<file path="config.mk">
export PLATFORM = sky130hd
export DESIGN_NAME = ssd1331_init_sequencer
export DESIGN_NICKNAME = d
export VERILOG_FILES = /design/src/rtl/ssd1331_pkg.sv /design/src/rtl/ssd1331_init_rom.sv /design/src/rtl/ssd1331_init_sequencer.sv
export SDC_FILE = /design/constraint.sdc
export NUM_CORES = 1
export LEC_CHECK = 0
export ABC_CLOCK_PERIOD_IN_PS = 3200
export CORE_MARGIN = 2
export CORE_UTILIZATION = 58
export CTS_CLUSTER_SIZE = 14
export DETAILED_ROUTE_END_ITERATION = 8
export PLACE_DENSITY = 0.8
export RECOVER_POWER = 50
export SKIP_CTS_REPAIR_TIMING = 1
export SYNTH_ARGS = -nofsm -noshare
export SYNTH_HDL_FRONTEND = slang
export SYNTH_SLANG_ARGS = --single-unit
</file>
<file path="constraint.sdc">
create_clock -name i_SCK -period 3.2 [get_ports i_SCK]
set_clock_uncertainty 0.1 [all_clocks]
set_input_delay 0.64 -clock i_SCK [delete_from_list [all_inputs] [get_ports i_SCK]]
set_output_delay 0.64 -clock i_SCK [all_outputs]
set_load 0.005 [all_outputs]
</file>
<file path="src/rtl/ssd1331_pkg.sv">
// Shared types and constants for the SSD1331 power-up / power-down sequencer.
// Optional full-screen clear after display-on: define OLED_CLEAR_ON_INIT_EN.
package ssd1331_pkg;

    typedef enum logic [3:0] {
        S_PWR_WAIT,
        S_RES_LOW,
        S_RES_WAIT,
        S_INIT,
        S_VCC,
        S_DISP_ON,
        S_CLEAR,
        S_READY,
        S_OFF_CMD,
        S_OFF_VCC,
        S_OFF
    } state_t;

    localparam logic [7:0] CMD_DISP_ON  = 8'hAF;
    localparam logic [7:0] CMD_DISP_OFF = 8'hAE;
    localparam logic [7:0] CMD_CLEAR    = 8'h25;
    localparam logic [7:0] CMD_UNLOCK   = 8'hFD;

    localparam int unsigned INIT_LEN  = 39;
    localparam int unsigned CLEAR_LEN = 5;
    localparam int unsigned IDX_W     = 6;

    // Clear window command: columns 0..95, rows 0..63.
    function automatic logic [7:0] clear_byte(input logic [IDX_W-1:0] idx);
        logic [7:0] b;
        case (idx)
            6'd0:    b = CMD_CLEAR;
            6'd1:    b = 8'h00;
            6'd2:    b = 8'h00;
            6'd3:    b = 8'h5F;
            default: b = 8'h3F;
        endcase
        return b;
    endfunction

endpackage

</file>
<file path="src/rtl/ssd1331_init_rom.sv">
// Combinational SSD1331 initialisation command table, indexed 0..INIT_LEN-1.
// Out-of-range indices return zero.
module ssd1331_init_rom
    import ssd1331_pkg::*;
(
    input  logic [IDX_W-1:0] i_IDX,
    output logic [7:0]       o_BYTE
);

    always_comb begin
        o_BYTE = '0;
        case (i_IDX)
            6'd0:    o_BYTE = CMD_UNLOCK;
            6'd1:    o_BYTE = 8'h12;
            6'd2:    o_BYTE = CMD_DISP_OFF;
            6'd3:    o_BYTE = 8'hA0;
            6'd4:    o_BYTE = 8'h72;
            6'd5:    o_BYTE = 8'hA1;
            6'd6:    o_BYTE = 8'h00;
            6'd7:    o_BYTE = 8'hA2;
            6'd8:    o_BYTE = 8'h00;
            6'd9:    o_BYTE = 8'hA4;
            6'd10:   o_BYTE = 8'hA8;
            6'd11:   o_BYTE = 8'h3F;
            6'd12:   o_BYTE = 8'hAD;
            6'd13:   o_BYTE = 8'h8E;
            6'd14:   o_BYTE = 8'hB0;
            6'd15:   o_BYTE = 8'h0B;
            6'd16:   o_BYTE = 8'hB1;
            6'd17:   o_BYTE = 8'h31;
            6'd18:   o_BYTE = 8'hB3;
            6'd19:   o_BYTE = 8'hF0;
            6'd20:   o_BYTE = 8'h8A;
            6'd21:   o_BYTE = 8'h64;
            6'd22:   o_BYTE = 8'h8B;
            6'd23:   o_BYTE = 8'h78;
            6'd24:   o_BYTE = 8'h8C;
            6'd25:   o_BYTE = 8'h64;
            6'd26:   o_BYTE = 8'hBB;
            6'd27:   o_BYTE = 8'h3A;
            6'd28:   o_BYTE = 8'hBE;
            6'd29:   o_BYTE = 8'h3E;
            6'd30:   o_BYTE = 8'h87;
            6'd31:   o_BYTE = 8'h06;
            6'd32:   o_BYTE = 8'h81;
            6'd33:   o_BYTE = 8'h91;
            6'd34:   o_BYTE = 8'h82;
            6'd35:   o_BYTE = 8'h50;
            6'd36:   o_BYTE = 8'h83;
            6'd37:   o_BYTE = 8'h7D;
            6'd38:   o_BYTE = 8'h2E;
            default: o_BYTE = '0;
        endcase
    end

endmodule

</file>
<file path="src/rtl/ssd1331_init_sequencer.sv">
// SSD1331 power sequencing and word source for an N-bit MOSI SPI serializer.
// Optional post-init screen clear: define OLED_CLEAR_ON_INIT_EN.
module ssd1331_init_sequencer
    import ssd1331_pkg::*;
#(
    parameter int WIDTH        = 8,
    parameter int PWR_WAIT_CYC = 20,
    parameter int RES_LOW_CYC  = 3,
    parameter int RES_WAIT_CYC = 3,
    parameter int VCC_WAIT_CYC = 100,
    parameter int CNT_W        = 24
) (
    input  logic             i_SCK,
    input  logic             i_RST,
    input  logic             i_CS,
    input  logic             i_MOSI_FINAL_TX,
    input  logic             i_PWR_OFF,
    input  logic [WIDTH-1:0] i_PIX_DATA,
    input  logic             i_PIX_VALID,
    output logic             o_PIX_READY,
    output logic             o_START,
    output logic [WIDTH-1:0] o_DATA,
    output logic             o_DC,
    output logic             o_RES,
    output logic             o_VCCEN,
    output logic             o_PMODEN,
    output logic             o_READY
);

    localparam logic [CNT_W-1:0] PWR_LAST = CNT_W'((PWR_WAIT_CYC > 0) ? PWR_WAIT_CYC - 1 : 0);
    localparam logic [CNT_W-1:0] RSL_LAST = CNT_W'((RES_LOW_CYC  > 0) ? RES_LOW_CYC  - 1 : 0);
    localparam logic [CNT_W-1:0] RSW_LAST = CNT_W'((RES_WAIT_CYC > 0) ? RES_WAIT_CYC - 1 : 0);
    localparam logic [CNT_W-1:0] VCC_LAST = CNT_W'((VCC_WAIT_CYC > 0) ? VCC_WAIT_CYC - 1 : 0);

    state_t             r_state, w_state_nxt;
    logic [CNT_W-1:0]   r_cnt, w_cnt_nxt, w_cnt_inc, w_cnt_last;
    logic               w_cnt_done;
    logic [IDX_W-1:0]   r_idx, w_idx_nxt;
    logic               r_pmoden, w_pmoden_nxt;
    logic               r_vccen, w_vccen_nxt;
    logic               r_res, w_res_nxt;
    logic [7:0]         w_rom_byte;
    logic               w_start, w_dc, w_ready, w_accept;
    logic [WIDTH-1:0]   w_data;

    ssd1331_init_rom u_rom (
        .i_IDX  (r_idx),
        .o_BYTE (w_rom_byte)
    );

    // Word presented to the serializer depends on state only, keeping accept loop-free.
    always_comb begin
        w_start = 1'b0;
        w_data  = '0;
        w_dc    = 1'b0;
        w_ready = 1'b0;
        case (r_state)
            S_INIT: begin
                w_start = 1'b1;
                w_data  = WIDTH'(w_rom_byte);
            end
            S_DISP_ON: begin
                w_start = 1'b1;
                w_data  = WIDTH'(CMD_DISP_ON);
            end
`ifdef OLED_CLEAR_ON_INIT_EN
            S_CLEAR: begin
                w_start = 1'b1;
                w_data  = WIDTH'(clear_byte(r_idx));
            end
`endif
            S_READY: begin
                w_ready = 1'b1;
                w_start = i_PIX_VALID;
                w_data  = i_PIX_DATA;
                w_dc    = 1'b1;
            end
            S_OFF_CMD: begin
                w_start = 1'b1;
                w_data  = WIDTH'(CMD_DISP_OFF);
            end
            default: ;
        endcase
    end

    assign w_accept = w_start & (i_CS | i_MOSI_FINAL_TX);

    always_comb begin
        case (r_state)
            S_PWR_WAIT: w_cnt_last = PWR_LAST;
            S_RES_LOW:  w_cnt_last = RSL_LAST;
            S_RES_WAIT: w_cnt_last = RSW_LAST;
            default:    w_cnt_last = VCC_LAST;
        endcase
    end

    assign w_cnt_done = (r_cnt == w_cnt_last);
    assign w_cnt_inc  = r_cnt + CNT_W'(1);

    always_comb begin
        w_state_nxt  = r_state;
        w_cnt_nxt    = r_cnt;
        w_idx_nxt    = r_idx;
        w_pmoden_nxt = r_pmoden;
        w_vccen_nxt  = r_vccen;
        case (r_state)
            // Counting starts once PMODEN is up, so the full wait elapses after it rises.
            S_PWR_WAIT: begin
                w_pmoden_nxt = 1'b1;
                if (r_pmoden) begin
                    if (w_cnt_done) begin
                        w_cnt_nxt   = '0;
                        w_state_nxt = S_RES_LOW;
                    end else begin
                        w_cnt_nxt = w_cnt_inc;
                    end
                end
            end
            S_RES_LOW: begin
                if (w_cnt_done) begin
                    w_cnt_nxt   = '0;
                    w_state_nxt = S_RES_WAIT;
                end else begin
                    w_cnt_nxt = w_cnt_inc;
                end
            end
            S_RES_WAIT: begin
                if (w_cnt_done) begin
                    w_cnt_nxt   = '0;
                    w_state_nxt = S_INIT;
                end else begin
                    w_cnt_nxt = w_cnt_inc;
                end
            end
            S_INIT: begin
                if (w_accept) begin
                    if (r_idx == IDX_W'(INIT_LEN - 1)) begin
                        w_idx_nxt   = '0;
                        w_state_nxt = S_VCC;
                    end else begin
                        w_idx_nxt = r_idx + IDX_W'(1);
                    end
                end
            end
            S_VCC: begin
                if (!r_vccen) begin
                    if (i_CS) w_vccen_nxt = 1'b1;
                end else if (w_cnt_done) begin
                    w_cnt_nxt   = '0;
                    w_state_nxt = S_DISP_ON;
                end else begin
                    w_cnt_nxt = w_cnt_inc;
                end
            end
            S_DISP_ON: begin
                if (w_accept) begin
`ifdef OLED_CLEAR_ON_INIT_EN
                    w_state_nxt = S_CLEAR;
`else
                    w_state_nxt = S_READY;
`endif
                end
            end
`ifdef OLED_CLEAR_ON_INIT_EN
            S_CLEAR: begin
                if (w_accept) begin
                    if (r_idx == IDX_W'(CLEAR_LEN - 1)) begin
                        w_idx_nxt   = '0;
                        w_state_nxt = S_READY;
                    end else begin
                        w_idx_nxt = r_idx + IDX_W'(1);
                    end
                end
            end
`endif
            S_READY: begin
                if (i_PWR_OFF) w_state_nxt = S_OFF_CMD;
            end
            S_OFF_CMD: begin
                if (w_accept) w_state_nxt = S_OFF_VCC;
            end
            S_OFF_VCC: begin
                if (r_vccen) begin
                    if (i_CS) w_vccen_nxt = 1'b0;
                end else if (w_cnt_done) begin
                    w_cnt_nxt    = '0;
                    w_pmoden_nxt = 1'b0;
                    w_state_nxt  = S_OFF;
                end else begin
                    w_cnt_nxt = w_cnt_inc;
                end
            end
            S_OFF: begin
                w_pmoden_nxt = 1'b0;
            end
            default: w_state_nxt = S_PWR_WAIT;
        endcase
        w_res_nxt = (w_state_nxt != S_RES_LOW);
    end

    always_ff @(posedge i_SCK) begin
        if (i_RST) begin
            r_state  <= S_PWR_WAIT;
            r_cnt    <= '0;
            r_idx    <= '0;
            r_pmoden <= 1'b0;
            r_vccen  <= 1'b0;
            r_res    <= 1'b1;
        end else begin
            r_state  <= w_state_nxt;
            r_cnt    <= w_cnt_nxt;
            r_idx    <= w_idx_nxt;
            r_pmoden <= w_pmoden_nxt;
            r_vccen  <= w_vccen_nxt;
            r_res    <= w_res_nxt;
        end
    end

    assign o_START     = w_start;
    assign o_DATA      = w_data;
    assign o_DC        = w_dc;
    assign o_READY     = w_ready;
    assign o_PIX_READY = w_ready & w_accept;
    assign o_RES       = r_res;
    assign o_VCCEN     = r_vccen;
    assign o_PMODEN    = r_pmoden;

endmodule
</file>
Word level (Yosys, flattened, before mapping)
Memory sizes are Yosys's and may differ from the RTL's. A register that Yosys moved wholly into a read port is not among the register bits.
Index checks and enable logic that the tools add are counted.
Widths: inputs -> output; s select.
Cells by class
  add/sub/neg operators: 2
  equality and inequality tests: 16
  muxes and demuxes: 34
  bitwise operators: 3
  reductions and logical operators: 9
Operators with widths (number)
  $mux 24: 4
  $pmux 24 s4: 1
  $mux 4: 13
  $pmux 4 s10: 1
  $pmux 8 s4: 1
  $add 24x1->24 const B: 1
  $eq 24x24->1: 1
  $mux 6: 3
  $pmux 7 s2: 1
  $eq 4x3->1 const B: 3
  $eq 4x4->1 const B: 3
  $eq 4x2->1 const B: 2
  $ne 2x2->1 const B: 4
  $mux 1: 7
  $add 6x1->6 const B: 1
  $eq 6x6->1 const B: 1
  $eq 4x1->1 const B: 1
  $logic_not 4->1: 1
  $ne 4x1->1 const B: 1
  $pmux 1 s2: 2
  $reduce_and 4->1: 1
  $reduce_bool 4->1: 1
  $pmux 1 s3: 1
  $reduce_and 3->1: 1
  other kinds (7): 8
Word-level totals
  register bits after elaboration: 37
  ROM bits: 512
  bits of input ports: 14
  output and inout port bits: 15
  word-level logic and storage cells: 71
  memories kept: 1
Memory list
  (name not given): depth 64, width 8, rd ports 1, clocked after memory_dff 1, wr ports 0, line ssd1331_init_rom.sv:12  | case (i_IDX)

Logic depth before layout (Yosys ltp)
  depth after elaboration: 8
  gate-level depth with buffers: 14
  mapped depth without buffers: 13

Hierarchy
From an unflattened synthesis, not the netlist that was laid out.
Second synthesis, totals
  cell total of the unflattened synthesis: 389
  area, all modules: 3061.7 µm²
Modules (own cells, without submodules)
  ssd1331_init_sequencer: instances 1, cells each 287, area each 2367.3 µm², seq. area each 740.7 µm²
  ssd1331_init_rom: instances 1, cells each 102, area each 694.4 µm², seq. area each 0.0 µm²

Worst setup path before layout
OpenSTA, ideal clock, no wires.
  path kind: in2reg
  start: input port i_MOSI_FINAL_TX
  end: register u_rom.o_BYTE[0] (netlist name)
  library setup time: 0.128 ns
  arrival time: 2.702 ns
  required time: 2.972 ns
  slack: 0.270 ns
  cell stages on the path: 11
  path buffers: 1
  cells stage by stage: or2_0 o211ai_1 o22a_1 nor2_1 inv_1 ha_1 clkbuf_1 a221o_1 a21oi_1 a31o_1 o211ai_1
Between the ends
  cells in the longest elaborated chain, start to end: 5
RTL lines
  start, declared: line ssd1331_init_sequencer.sv:16  | input logic i_MOSI_FINAL_TX,
  $or 1x1->1: line ssd1331_init_sequencer.sv:86  | assign w_accept = w_start & (i_CS | i_MOSI_FINAL_TX);
  $and 1x1->1: line ssd1331_init_sequencer.sv:86
  $reduce_and 2->1 (no line)
  $mux 6 (no line) (2 in a row)
Every way passes these cells.
A chain may end at the register's enable or synchronous reset.

Final worst setup path
  start: register r_state[2]
  end: output port o_PIX_READY
Between the ends
  cells in the longest elaborated chain, start to end: 5
  elaborated cells between the ends (all ways): 9
  those cells by class: eq/ne (4); mux (2); bitwise (2); reduce/logical (1)
RTL lines
  start, declared: line ssd1331_init_sequencer.sv:35  | state_t r_state, w_state_nxt;
  start signal, assigned: line ssd1331_init_sequencer.sv:210  | r_state <= w_state_nxt;
  $eq 4x4->1 (tied with other cells): line ssd1331_init_sequencer.sv:57  | case (r_state)
  $reduce_or 3->1 (no line)
  $pmux 1 s2: line ssd1331_init_sequencer.sv:57
  $and 1x1->1: line ssd1331_init_sequencer.sv:86
  $and 1x1->1 *: line ssd1331_init_sequencer.sv:223  | assign o_PIX_READY = w_ready & w_accept;
  end, declared: line ssd1331_init_sequencer.sv:20  | output logic o_PIX_READY,
Every way passes the cells marked *; elsewhere a longest branch is shown, timed or not.

==> results.md <==
- Sequential share of power: 52.7%
- Gr usage total: 28.8%
- Clock share of power: 41.8%
- Post-synth cell types: 78
- Worst hold path stage count: 2
- Initial Util: 59.8%
- Final count of hold timing violations: 0
- Pwr Density: 282 nW/µm²
- Post-synth EDFFs: 0
- ANT cells: 0
- Initial antenna violation count: 0
- Root Driver: clkbuf_8
- Seq/Total Area, Yosys: 27.5%
- Cell taking the most area after synthesis: dfxtp_1
- Area contributors post-synth: dfxtp_1 28%, ha_1 4.2%, a21oi_1 4.1%, nor2_1 4.0%, xnor2_1 3.7%
- Max Root-Sink Buffers: 2
- Synth Flop Type: dfxtp_1
- Final slew viol count: 0
- Standby leakage power: 1.34 nW
- Logic pwr share: 5.6%
- Critical-path maximum fanout: 17
- Mapped Cells: 411
- Net Sw Frac: 23.1%
- Syn Std Cell Area: 3270 µm²
- HPWL reported at the end of detailed placement: 6360 µm
- Total design power: 0.00108 W
- Synth-to-layout area growth: 16.9%
- Routed Antenna Nets: 0
- Clock tree from TritonCTS: done
- Die Width: 79.1 µm
- Tightest Pin Transition: 0.573 ns
- Gpl congestion: 0.942
- Vias per cell: 6.41
- Final hold slack: 0.409 ns
- YS warnings: 0
- Worst r2r path cells: 8
- Endpoint class of the critical path: primary output
- Commonest non-fill, non-tap cell in the layout: dfxtp_1
- Worst Hold Class: flop to flop
- Design Area, Final: 3830 µm²
- Min cycle time layout: 3.09 ns
- PortBufs: 28
- CP Launch Type: flop
- Global-route wire length before repair: 14500 µm
- Detailed-route wire length: 8690 µm
- Max Cap Viol: 0
- Synth top area share: 27.5%
- Internal power: 0.000829 W
- Unrepaired setup endpoints after global routing: false
- Slew HR: 61.6%
- Via count: 3363
- Clock sinks: 45
- Status: completed
- Area after DPL: 3740 µm²
- Period utilisation layout: 96.7%
- DIE HEIGHT: 79.1 µm
- Clock buffer count from CTS: 5
- Syn Nets: 436
- Fin nets: 477
- Clk_lat worst skew: 0.30 ns
- Crit path arrival time: 2.35 ns
- Drt drc: 0
- Type of the worst setup path: flop to primary output
- Routed WL per cell: 16.6 µm
- Die area: 6260 µm²
- Io pins: 29
- Core footprint: 5470 µm²
- Worst VDD drop: 0.215 mV
- Final setup viols: 0
- CP Data Required Time: 2.46 ns
- Most frequent cells in the layout: 44 x dfxtp_1, 35 x nor2_1, 31 x nand2_1
- DR pass1 iterations: 5
- Mapped Avg Cell Area: 7.96 µm²
- Reg2reg setup slack: 0.13 ns
- Largest net degree at the start of global routing: 25
- Vias in the first global route: 3129
- Async SR Flop Fraction: 0%
- Clk slew on worst S/H paths: 0.09 ns
- H-tree level count: 2
- Total gr overflow: 0
- Switching pwr: 0.000249 W
- Iter 0 DRT Violations: 237
- Placed instance count: 517
- Layout cells sized above 1: 12.8%
- FF+latch count, synth: 45
- Row count: 27
- Final non-filler cell total: 525
- Max frequency: 0.323 GHz
-- flip-flops by register name (all words and copies together), names as in the netlist, named ones only --
signal        cells
o_PMODEN          1
o_RES             1
r_cnt            24
r_idx             6
r_state           4
u_rom.o_BYTE      8
-- cells in the mapped netlist, types with 3 or more instances --
cell type  count
and2_1         3
a21oi_1       27
nand4_1       11
nand2b_1       7
mux2i_1        3
inv_1         19
and3_1         9
ha_1          11
nand2_1       31
o32ai_1        3
buf_2          8
o31ai_1        9
a31oi_1        7
o21ai_0       19
clkbuf_1      12
dfxtp_1       45
xor2_1         7
nor3_1        16
buf_6          4
nor2_1        35
or4_1          5
o221ai_1       3
or3_1          7
nor4_1         9
nand3_1       10
xnor2_1       14
a21o_1         4
o22ai_1        4
o211ai_1       5
a221oi_1       3
-- logic make-up (layout without fill, tap and decap cells) --
logic type | Yosys count | in the layout | synth area share [%]
mux | 7 | 7 | 2.49
xor+xnor | 21 | 21 | 5.62
fa+ha+maj | 11 | 11 | 4.21
buf+inv | 49 | 91 | 7.11
simple gates | 161 | 161 | 27.5
flops | 45 | 45 | 27.5
compound gates | 117 | 117 | 25.6
-- worst max-delay path: stages, from the launching register on --
cell             delay [ns]
dfxtp_1                0.50
or4b_1                 0.71
o31ai_1                0.13
and3_1                 0.21
clkdlybuf4s50_1        0.50
-- cell type report --
class | instances | area (µm²)
multi-input combinational | 317 | 2130
sequential | 45 | 902
tap | 72 | 90.1
fill | 459 | 1650
clock buffer | 6 | 72.6
timing repair buffer | 62 | 514
inverter | 21 | 78.8
clock inverter | 2 | 38.8
-- layer usage --
metal	vias to the layer above	global-route usage [%]	routed length [µm]
li1	1623	-	-
met1	1578	37.2	3680
met2	141	47.6	4130
met3	21	6.59	709
met4	0	9.48	178
met5	-	0	0
-- power groups by stage --
stage	registers [W]	logic (W)	clock network, W
3_5_place_dp	0.000581	0.0000602	0
3_3_place_gp	0.000580	0.0000586	0
2_1_floorplan	0.000579	0.0000287	0
6_report	0.000568	0.0000599	0.000450
5_1_grt	0.000569	0.0000662	0.000471
4_1_cts	0.000568	0.0000608	0.000452
-- per-stage QoR --
step                      setup TNS (ns)  util, %  setup WS [ns]
after global routing                   0     69.9         0.0273
after detailed placement         -0.0283     68.4        -0.0283
final                                  0     69.9          0.107
after CTS                              0     70.4          0.161
after floorplan                        0        -          0.270
after global placement                 0     68.4         0.0410
-- final timing paths --
path | from | to
min reg2reg | r_cnt[16]$_SDFFE_PP0P_ | r_cnt[16]$_SDFFE_PP0P_
max | r_state[2]$_SDFF_PP0_ | o_PIX_READY
max reg2reg | r_state[1]$_SDFF_PP0_ | u_rom.o_BYTE[4]$_DFF_P_
min | r_cnt[16]$_SDFFE_PP0P_ | r_cnt[16]$_SDFFE_PP0P_
Note: power is estimated with default switching activity, not from simulation.
